==> src/rtl/apb_arb_pkg.sv <==
// Shared types and constants for the two-requester APB request arbiter.
package apb_arb_pkg;

   typedef enum logic [1:0] {
      IDLE,
      ISSUE,
      WAIT
   } arb_state_e;

   localparam logic [31:0] TIMEOUT_RDATA = 32'hDEAD_BEEF;

   localparam logic [1:0] GNT_NONE = 2'b00;
   localparam logic [1:0] GNT0     = 2'b01;
   localparam logic [1:0] GNT1     = 2'b10;

endpackage

==> src/rtl/arb_rr2.sv <==
// Combinational 2-way picker: round-robin on ties when RR_EN, else req_i[0] always wins ties.
module arb_rr2
   import apb_arb_pkg::*;
#(
   parameter bit RR_EN = 1'b1
) (
   input  logic [1:0] req_i,
   input  logic       last_grant_i,
   output logic [1:0] gnt_o
);

   always_comb begin
      gnt_o = GNT_NONE;
      unique case (req_i)
         2'b01:   gnt_o = GNT0;
         2'b10:   gnt_o = GNT1;
         // last_grant_i = 1 means req1 was served last, so req0 takes the tie.
         2'b11:   gnt_o = (RR_EN && !last_grant_i) ? GNT1 : GNT0;
         default: gnt_o = GNT_NONE;
      endcase
   end

endmodule

==> src/rtl/apb_req_arbiter.sv <==
// Shares one APB_Master request port between two requesters, one transaction in flight.
// Defining ARB_TIMEOUT_EN adds a completion watchdog with a sticky timeout_err flag.
module apb_req_arbiter
   import apb_arb_pkg::*;
#(
   parameter bit RR_EN = 1'b1
`ifdef ARB_TIMEOUT_EN
   ,
   parameter int unsigned TIMEOUT_CYCLES = 255
`endif
) (
   input  logic        PCLK,
   input  logic        PRESET,
   input  logic        req0_transfer,
   input  logic [31:0] req0_addr,
   input  logic [31:0] req0_wdata,
   input  logic        req0_write,
   output logic        req0_ready,
   output logic [31:0] req0_rdata,
   input  logic        req1_transfer,
   input  logic [31:0] req1_addr,
   input  logic [31:0] req1_wdata,
   input  logic        req1_write,
   output logic        req1_ready,
   output logic [31:0] req1_rdata,
   output logic        m_transfer,
   output logic [31:0] m_addr,
   output logic [31:0] m_wdata,
   output logic        m_write,
   input  logic        m_ready,
   input  logic [31:0] m_rdata,
   output logic [1:0]  grant,
   output logic        busy,
   output logic        timeout_err
);

   arb_state_e  state_q;
   logic [1:0]  grant_q;
   logic        last_grant_q;
   logic        m_transfer_q;
   logic        m_write_q;
   logic        busy_q;
   logic [31:0] m_addr_q;
   logic [31:0] m_wdata_q;
   logic [1:0]  winner;
   logic        done;
   logic        timeout_hit;
   logic [31:0] resp_rdata;

   arb_rr2 #(
      .RR_EN(RR_EN)
   ) u_pick (
      .req_i       ({req1_transfer, req0_transfer}),
      .last_grant_i(last_grant_q),
      .gnt_o       (winner)
   );

`ifdef ARB_TIMEOUT_EN
   localparam int unsigned CntW = $clog2(TIMEOUT_CYCLES + 1);

   logic [CntW-1:0] cnt_q;
   logic            timeout_err_q;

   assign timeout_hit = (state_q == WAIT) && !m_ready && (cnt_q == CntW'(TIMEOUT_CYCLES));
   assign resp_rdata  = timeout_hit ? TIMEOUT_RDATA : m_rdata;
   assign timeout_err = timeout_err_q;

   always_ff @(posedge PCLK or negedge PRESET) begin
      if (!PRESET) begin
         cnt_q         <= '0;
         timeout_err_q <= 1'b0;
      end else begin
         if (state_q == ISSUE) begin
            cnt_q <= '0;
         end else if ((state_q == WAIT) && !m_ready && !timeout_hit) begin
            cnt_q <= cnt_q + CntW'(1);
         end
         if (timeout_hit) begin
            timeout_err_q <= 1'b1;
         end
      end
   end
`else
   assign timeout_hit = 1'b0;
   assign resp_rdata  = m_rdata;
   assign timeout_err = 1'b0;
`endif

   // Completion is combinational so the requester sees ready in the same cycle as m_ready.
   assign done       = (state_q == WAIT) && (m_ready || timeout_hit);
   assign req0_ready = done && grant_q[0];
   assign req1_ready = done && grant_q[1];
   assign req0_rdata = req0_ready ? resp_rdata : '0;
   assign req1_rdata = req1_ready ? resp_rdata : '0;

   assign m_transfer = m_transfer_q;
   assign m_addr     = m_addr_q;
   assign m_wdata    = m_wdata_q;
   assign m_write    = m_write_q;
   assign grant      = grant_q;
   assign busy       = busy_q;

   always_ff @(posedge PCLK or negedge PRESET) begin
      if (!PRESET) begin
         state_q      <= IDLE;
         grant_q      <= GNT_NONE;
         last_grant_q <= 1'b1;
         m_transfer_q <= 1'b0;
         m_addr_q     <= '0;
         m_wdata_q    <= '0;
         m_write_q    <= 1'b0;
         busy_q       <= 1'b0;
      end else begin
         m_transfer_q <= 1'b0;
         unique case (state_q)
            IDLE: begin
               if (winner != GNT_NONE) begin
                  grant_q      <= winner;
                  m_addr_q     <= winner[1] ? req1_addr  : req0_addr;
                  m_wdata_q    <= winner[1] ? req1_wdata : req0_wdata;
                  m_write_q    <= winner[1] ? req1_write : req0_write;
                  m_transfer_q <= 1'b1;
                  busy_q       <= 1'b1;
                  state_q      <= ISSUE;
               end
            end
            ISSUE: begin
               state_q <= WAIT;
            end
            WAIT: begin
               if (done) begin
                  last_grant_q <= grant_q[1];
                  grant_q      <= GNT_NONE;
                  busy_q       <= 1'b0;
                  state_q      <= IDLE;
               end
            end
            default: begin
               state_q <= IDLE;
            end
         endcase
      end
   end

endmodule
==> config.mk <==
export PLATFORM = sky130hd
export DESIGN_NAME = apb_req_arbiter
export DESIGN_NICKNAME = d
export VERILOG_FILES = /design/src/rtl/apb_arb_pkg.sv /design/src/rtl/arb_rr2.sv /design/src/rtl/apb_req_arbiter.sv
export SDC_FILE = /design/constraint.sdc
export NUM_CORES = 1
export LEC_CHECK = 0
export ABC_CLOCK_PERIOD_IN_PS = 5400
export CORE_AREA = 2 2 116 118
export DETAILED_ROUTE_END_ITERATION = 10
export DIE_AREA = 0 0 118 120
export GPL_TIMING_DRIVEN = 0
export PLACE_DENSITY = 0.74
export SLEW_MARGIN = 20
export SYNTH_ARGS = -nofsm -noshare
export SYNTH_HDL_FRONTEND = slang
export SYNTH_HIERARCHICAL = 1
export SYNTH_SLANG_ARGS = --single-unit
==> constraint.sdc <==
create_clock -name PCLK -period 5.4 [get_ports PCLK]
set_input_delay 1.08 -clock PCLK [delete_from_list [all_inputs] [get_ports PCLK]]
set_output_delay 1.08 -clock PCLK [all_outputs]
set_load 0.02 [all_outputs]
==> flow_summary.ini, run 1 <==
[detailed_routing]
totalWireLength_mm = 13.35
ant_nets = 0
dr.pass1.iters = 4
vias = 3619
drc = 0
drt-initial-drc-count = 64
vias_per_cell = 4.496
post_drt_wl_per_cell_um = 16.59

[sta]
setup_viol = 0
min_period_over_period_pct = 80.37
fin_crit_ns = 4.340
rsz0062_at_grt = false
finClkSkew_ns = 0.005105
setup_tns_ns = 0
maxSlewHeadroom_pct = 55.27
holdWs_ns = 0.4832
fmax_mhz = 230.4
slew_viol_final = 0
worstMarginPinSlew_ns = 0.6649
hold_viol_final = 0

[power]
pwr_density_cell_nw_per_um2 = 465.2
p_leak_nw = 2.971
totalPowerFinal_w = 0.003475
irDropWorstVdd_v = 0.0002864

[clock_network]
cts_root_buffer = clkbuf_16
clkTransAtPathRegs_ns = 0.06
cts_sinks = 72
clock_latency_ns = 0.33
cts_tree = built
ctsHtreeMaxLevel = 3
cts.repair.resized = 0
cts_hold_buf = 0
cts_setup_buffers = 0
cts_made_buffers = 9
clockBufferDepth = 2

[placement]
place_hpwl_mm = 10.97
routabilityCongestion = 0.8363
portBuffers = 301
dp_cells = 790

[hold_path]
hold_path_class = reg2reg
min_path_cells = 1
min_from = m_addr[1]$_DFFE_PN0P_
hold_end = m_addr[1]$_DFFE_PN0P_

[setup_path]
arrival_ns = 3.26
reg2reg_slack_ns = 2.97
cp_data_required_time_ns = 4.32
slowest_stage = clkdlybuf4s50_1
crit_path_frequent_cell = clkdlybuf4s50_1
critical_path.endpoint_type = output pin
reg2reg_depth = 5
critPathKind = in2out
rr_startpoint = last_grant_q$_DFFE_PN1P_
max_stage_delay_ns = 0.62
crit_chain = clkdlybuf4s50_1 > nand3b_1 > nor2_1 > clkbuf_1 > and2_1 > clkdlybuf4s50_1
r2r-end = m_addr[1]$_DFFE_PN0P_
worstPathMaxFanout = 10
worstSetupStartpointType = input pin

[floorplan]
num_rows = 42
initial_utilization_pct = 30.17
die_w_um = 118
die_h_um = 120
die-area_sq_um = 14160
core_area_sq_um = 12980
ioPinCount = 303

[logic_synthesis]
synth-seq-cells = 72
synth.top_cells.by_area = dfrtp_1 (45%), mux2_2 (37%), and2_1 (10%)
synth_top_area_share_pct = 45.37
yosys.area.top_type = dfrtp_1
synth_edf_count = 0
yosysSeqAreaShare_pct = 46.04
ys_warn_count = 6
syn_inst = 312
synth.cell_area_sq_um = 3916
synth.distinct_cells = 23
synth_ff_type = dfrtp_1
synthArstFlopShare_pct = 100.0
syn-num-nets = 479
avgSynthCellArea_sq_um = 12.55

[final_layout]
areaGrowthSynthToFinish_pct = 90.73
drive_gt1_share_pct = 25.12
final_core_utilization_pct = 57.55
fin_cells = 805
num_antenna_cells = 0
finalNetCount = 792

[global_route]
antenna_found_initial = 0
grt_max_degree = 40
grt_pass1_wl_mm = 20.58
gr-total-overflow = 0
grt_usage_pct = 18.91
grt_pass1_vias = 3783

[outcome]
outcome = finished clean

[flow_run]
max-cap-violations = 0
[report_power, final]
part | switching (W) | internal (W) | leakage [nW] | total, W
clock network | 0.000215 | 0.000400 | 0.149 | 0.000615
logic | 0.000852 | 0.00104 | 1.98 | 0.00189
registers | 0.000150 | 0.000823 | 0.840 | 0.000973
total | 0.00122 | 0.00226 | 2.97 | 0.00347
[sequential cells by signal, summed over array words and instances (netlist names)]
register      cells
m_transfer        1
busy              1
grant             2
m_wdata          32
last_grant_q      1
m_addr           32
state_q           2
m_write           1
[per-layer routing]
layer / routed length [um] / GRT usage [%]
met5: 0 / 0
met4: 272 / 7.229
met3: 1047 / 6.606
met2: 7092 / 35.21
met1: 4941 / 19.40
[cells in the mapped netlist, types with 2 or more instances]
library cell  number
a21o_1             2
clkbuf_1           7
mux2_1             3
and2_1            64
dfrtp_1           71
nor2_1             2
inv_1              5
buf_2              8
buf_4              5
a22oi_1            2
mux2_2           127
o21ai_0            5
[cells in the final DEF, fill, tap and decap left out, drive strengths merged, types with 2 or more instances in the layout]
master / count
clkdlybuf4s50: 300
mux2: 130
dfrtp: 71
and2: 64
clkbuf: 18
buf: 16
inv: 6
o21ai: 5
nor2: 2
a22oi: 2
a21o: 2
clkinv: 2
bufinv: 2
a211oi: 2
a21boi: 2
[critical path: cells and delay by family]
kind | cells | cell delay [ns]
simple gates | 3 | 0.72
buf+inv | 3 | 1.46
[cell type report]
cell class	instances	area (sq um)
Clock buffer	11	232.7
Inverter	6	22.52
Timing Repair Buffer	302	3030
Clock inverter	4	70.07
Tap cell	176	220.2
Sequential cell	72	1803
Buffer	21	107.6
Fill cell	1116	5510
Multi-Input combinational cell	213	1983
[stage by stage]
step	setup WS, ns	instance area [sq um]
final	1.060	7470
after global routing	0.9040	7470
after CTS	1.059	7470
after detailed placement	1.059	7167
after global placement	0.7051	7149
after floorplan	2.228	3916
[cell families (layout without fill, tap and decap cells)]
family	Yosys count	count (layout)	synth area share, %
and+or+nand+nor	69	69	10.86
AOI/OAI and AO/OA	13	13	2.300
buffers and inverters	27	344	3.323
other	1	1	0.09575
DFF	72	72	46.04
muxes	130	130	37.38
[how the worst max path moves through the flow]
| stage | startpoint | end | slack, ns |
|---|---|---|---|
| floorplan | m_ready | req1_rdata[23] | 2.23 |
| global placement | PRESET | grant[0]$_DFFE_PN0P_ | 0.71 |
| detailed placement | m_ready | req0_rdata[27] | 1.06 |
| CTS | m_ready | req0_rdata[27] | 1.06 |
| global route | m_ready | req0_rdata[25] | 0.90 |
| finish | m_ready | req0_rdata[27] | 1.06 |
(Power assumes the default switching activity.)
==> run 2: changes to the inputs <==
--- a/config.mk
+++ b/config.mk
@@ -5,12 +5,12 @@
 export SDC_FILE = /design/constraint.sdc
 export NUM_CORES = 1
 export LEC_CHECK = 0
-export ABC_CLOCK_PERIOD_IN_PS = 5400
-export CORE_AREA = 2 2 116 118
+export ABC_CLOCK_PERIOD_IN_PS = 4450
+export CORE_AREA = 2 2 117 119
 export DETAILED_ROUTE_END_ITERATION = 10
-export DIE_AREA = 0 0 118 120
+export DIE_AREA = 0 0 119 121
 export GPL_TIMING_DRIVEN = 0
-export PLACE_DENSITY = 0.74
+export PLACE_DENSITY = 0.73
 export SLEW_MARGIN = 20
 export SYNTH_ARGS = -nofsm -noshare
 export SYNTH_HDL_FRONTEND = slang
==> constraint.sdc (replaced) <==
create_clock -name PCLK -period 4.45 [get_ports PCLK]
set_input_delay 0.89 -clock PCLK [delete_from_list [all_inputs] [get_ports PCLK]]
set_output_delay 0.89 -clock PCLK [all_outputs]
set_load 0.02 [all_outputs]
==> flow_summary.ini, run 2 (same netlist as run 1, synthesis figures left out) <==
[detailed_routing]
drt-initial-drc-count = 60
post_drt_wl_per_cell_um = 16.92
totalWireLength_mm = 13.64
dr.pass1.iters = 4
vias_per_cell = 4.439
drc = 0
ant_nets = 0
vias = 3578

[floorplan]
die_h_um = 121
initial_utilization_pct = 29.93
die-area_sq_um = 14400
core_area_sq_um = 13090
die_w_um = 119
num_rows = 42
ioPinCount = 303

[clock_network]
clock_latency_ns = 0.33
ctsHtreeMaxLevel = 3
clkTransAtPathRegs_ns = 0.05
cts_made_buffers = 9
cts_sinks = 72
clockBufferDepth = 2
cts_tree = built
cts.repair.resized = 0
cts_hold_buf = 0
cts_setup_buffers = 0
cts_root_buffer = clkbuf_16

[global_route]
grt_pass1_vias = 3928
grt_pass1_wl_mm = 21.02
grt_usage_pct = 18.93
grt_max_degree = 40
gr-total-overflow = 0
antenna_found_initial = 0

[final_layout]
areaGrowthSynthToFinish_pct = 90.64
final_cell_mix = clkdlybuf4s50_1 (300), mux2_2 (127), dfrtp_1 (71), and2_1 (64), clkbuf_16 (9)
finalNetCount = 792
num_antenna_cells = 0
drive_gt1_share_pct = 25.40
multiInputGateArea_sq_um = 1983
layout_commonest_cell = clkdlybuf4s50_1
seq_area_sq_um = 1803
fillers = 1122

[hold_path]
hold_path_class = reg2reg

[setup_path]
critPathKind = in2out
crit_chain = clkdlybuf4s50_1 > nand3b_1 > nor2_1 > clkbuf_1 > and2_1 > clkdlybuf4s50_1
critical_path.endpoint_type = output pin
crit_path_frequent_cell = clkdlybuf4s50_1
arrival_ns = 3.04
critical_path_buf_inv_count = 3
max_stage_delay_ns = 0.61
worstPathMaxFanout = 10
cp_data_required_time_ns = 3.56
slowest_stage = clkdlybuf4s50_1
critPathTopFamily = buffers and inverters
worstSetupStartpointType = input pin

[placement]
routabilityCongestion = 0.8165
place_hpwl_mm = 11.37
portBuffers = 301

[sta]
slew_viol_final = 0
setup_tns_ns = 0
setup_viol = 0
rsz0062_at_grt = false
worstMarginPinSlew_ns = 0.6576
hold_viol_final = 0
fmax_mhz = 254.5
min_period_over_period_pct = 88.28
finClkSkew_ns = 0.01019
fin_crit_ns = 3.929
maxSlewHeadroom_pct = 55.77

[flow_run]
max-cap-violations = 0

[power]
irDropWorstVdd_v = 0.0003044
p_leak_nw = 2.967
totalPowerFinal_w = 0.004189
pwr_density_cell_nw_per_um2 = 561.1

[outcome]
outcome = finished clean
run 2: routing by layer:
layer  part of all wire (%)  vias up  global-route usage (%)
met5                      0        -                       0
met4                    1.0        0                   5.804
met3                    8.0       10                   6.250
met2                     55      163                   37.07
met1                     36     1708                   18.71
li1                       -     1697                       -
run 2: path summary, 6_finish.rpt:
path,to,start,slack [ns],cells past startpoint
setup / recovery,req1_rdata[30],m_ready,0.52,6
hold / removal,busy$_DFFE_PN0P_,busy$_DFFE_PN0P_,0.49,1
setup reg to reg,m_addr[1]$_DFFE_PN0P_,last_grant_q$_DFFE_PN1P_,2.05,5
hold reg to reg,busy$_DFFE_PN0P_,busy$_DFFE_PN0P_,0.49,1
max in group asynchronous,last_grant_q$_DFFE_PN1P_,PRESET,3.28,2
min in group asynchronous,m_addr[30]$_DFFE_PN0P_,PRESET,0.51,1
run 2: area by class of cell:
class                      count  share of cell area [%]
buffer                        21                   1.441
clock buffer                  11                   3.251
clock inverter                 5                  0.7541
inverter                       6                  0.3017
multi-input combinational    213                   26.56
sequential                    72                   24.15
tap                          176                   2.950
timing repair buffer         302                   40.59
run 2: through the flow:
stage                     hold slack, ns  cells  instance area [sq um]  utilization [%]  setup slack [ns]
after floorplan                   0.4944    312                   3916                -             1.658
after global placement            0.4632    789                   7149            54.64          -0.07051
after detailed placement          0.4734    790                   7167            54.77            0.4979
after CTS                         0.4851    806                   7466            57.06            0.4960
after global routing              0.5139    806                   7466            57.06            0.3641
final                             0.4905    806                   7466            57.06            0.5215
run 2: power breakdown:
group | internal, W | switching (W) | total (W) | leakage, nW
sequential | 0.000999 | 0.000180 | 0.00118 | 0.840
combinational | 0.00126 | 0.00104 | 0.00229 | 1.98
clock | 0.000448 | 0.000269 | 0.000717 | 0.145
==> run 3: changes to the inputs <==
--- a/config.mk
+++ b/config.mk
@@ -11,6 +11,7 @@
 export DIE_AREA = 0 0 119 121
 export GPL_TIMING_DRIVEN = 0
 export PLACE_DENSITY = 0.73
+export REMOVE_ABC_BUFFERS = 1
 export SLEW_MARGIN = 20
 export SYNTH_ARGS = -nofsm -noshare
 export SYNTH_HDL_FRONTEND = slang
==> flow_summary.ini, run 3 (same netlist as run 1, synthesis figures left out) <==
[detailed_routing]
drt-initial-drc-count = 87
dr.pass1.iters = 4
totalWireLength_mm = 13.80
post_drt_wl_per_cell_um = 17.34
drc = 0
ant_nets = 0
vias = 3648
vias_per_cell = 4.583

[global_route]
met2_usage_pct = 36.10
grt_max_degree = 53
grt_usage_pct = 19.22
grt-busiest-layer = met2
antenna_found_initial = 2
grt_pass1_wl_mm = 21.20
grt_pass1_vias = 3844
gr-usage-met3_pct = 5.921
grt_use_met1_pct = 19.54
gr-total-overflow = 0

[clock_network]
clkTransAtPathRegs_ns = 0.06
cts_made_buffers = 9
cts_setup_buffers = 0
clock_latency_ns = 0.33
cts_hold_buf = 0
cts_root_buffer = clkbuf_16
cts_tree = built
cts_sinks = 72
clockBufferDepth = 2
ctsHtreeMaxLevel = 3
cts.repair.resized = 0

[sta]
hold_viol_final = 0
slew_viol_final = 0
setup_tns_ns = 0
finClkSkew_ns = 0.006799
fmax_mhz = 246.1
min_period_over_period_pct = 91.29
rsz0062_at_grt = false
maxSlewHeadroom_pct = 39.48
fin_crit_ns = 4.063
worstMarginPinSlew_ns = 0.9068
setup_viol = 0
holdWs_ns = 0.4526

[setup_path]
cp_data_required_time_ns = 3.56
max_stage_delay_ns = 0.75
worstSetupStartpointType = input pin
crit_path_frequent_cell = clkdlybuf4s50_1
crit_chain = clkdlybuf4s50_1 > nand3b_1 > nor2_2 > and2_1 > clkdlybuf4s50_1
arrival_ns = 3.17
critical_path.endpoint_type = output pin
critical_path_buf_inv_count = 2
critPathKind = in2out
critPathTopFamily = simple AND/OR/NAND/NOR gates
worstPathMaxFanout = 33
slowest_stage = nor2_2

[final_layout]
drive_gt1_share_pct = 25.89
fin_cells = 796
layout_commonest_cell = clkdlybuf4s50_1
multiInputGateArea_sq_um = 2007
final_core_utilization_pct = 57.78
fillers = 1093
areaGrowthSynthToFinish_pct = 93.07
final_cell_mix = clkdlybuf4s50_1 (300), mux2_2 (127), dfrtp_1 (71), and2_1 (64), clkbuf_16 (9)
finalNetCount = 780
seq_area_sq_um = 1803

[flow_run]
max-cap-violations = 0

[placement]
routabilityCongestion = 0.8468
dp_cells = 778
portBuffers = 301
place_hpwl_mm = 11.30

[floorplan]
initial_utilization_pct = 29.93
ioPinCount = 303
num_rows = 42
die_h_um = 121
core_area_sq_um = 13090
die-area_sq_um = 14400
die_w_um = 119

[power]
p_leak_nw = 2.988
irDropWorstVdd_v = 0.0003187
pwr_density_cell_nw_per_um2 = 568.4

[outcome]
outcome = finished clean

[hold_path]
hold_path_class = in2async
## run 3: cell count changes in the layout (fill, tap and decap cells not counted), moves of 3 or more
cell	delta
buf_8	+3
clkbuf_1	-8
buf_16	+3
buf_6	+4
buf_4	-5
buf_2	-8
## run 3: area by class of cell
cell class                      instances  area share [%]
Timing Repair Buffer                  311           42.10
Multi-Input combinational cell        213           26.54
Sequential cell                        72           23.85
Clock buffer                            9           2.979
Tap cell                              176           2.912
Clock inverter                          7           1.258
Inverter                                6          0.2979
Antenna cell                            2         0.06619
## run 3: final timing paths
kind | from | end | slack (ns) | depth (start not counted)
worst max-delay path | m_ready | req0_rdata[26] | 0.39 | 5
worst min-delay path | PRESET | m_wdata[28]$_DFFE_PN0P_ | 0.45 | 1
worst max register to register | last_grant_q$_DFFE_PN1P_ | m_wdata[16]$_DFFE_PN0P_ | 1.63 | 8
worst min register to register | busy$_DFFE_PN0P_ | busy$_DFFE_PN0P_ | 0.48 | 1
max in group asynchronous | PRESET | last_grant_q$_DFFE_PN1P_ | 3.36 | 2
min in group PCLK | busy$_DFFE_PN0P_ | busy$_DFFE_PN0P_ | 0.48 | 1
## run 3: through the flow
step / power [W] / setup slack (ns) / cell area (sq um)
after CTS: 0.004362 / 0.3816 / 7556
final: 0.004297 / 0.3874 / 7561
after floorplan: 0.002397 / -4.863 / 3809
after global placement: 0.003505 / -8.831 / 7042
after global routing: 0.004533 / 0.1987 / 7561
after detailed placement: 0.003556 / 0.3852 / 7236
## run 3: routing by layer
metal  up-vias  routed length, um  share of wire, %
met5         -                  0                 0
met4         0                365               2.6
met3        21               1179               8.5
met2       198               7395                54
met1      1746               4861                35
li1       1683                  -                 -
## run 3: report_power, final
group          switching (W)  leakage (nW)  total [W]  internal, W
clock network       0.000288         0.156   0.000779     0.000492
logic                0.00104          1.99    0.00233      0.00129
registers           0.000189         0.840    0.00119     0.000998
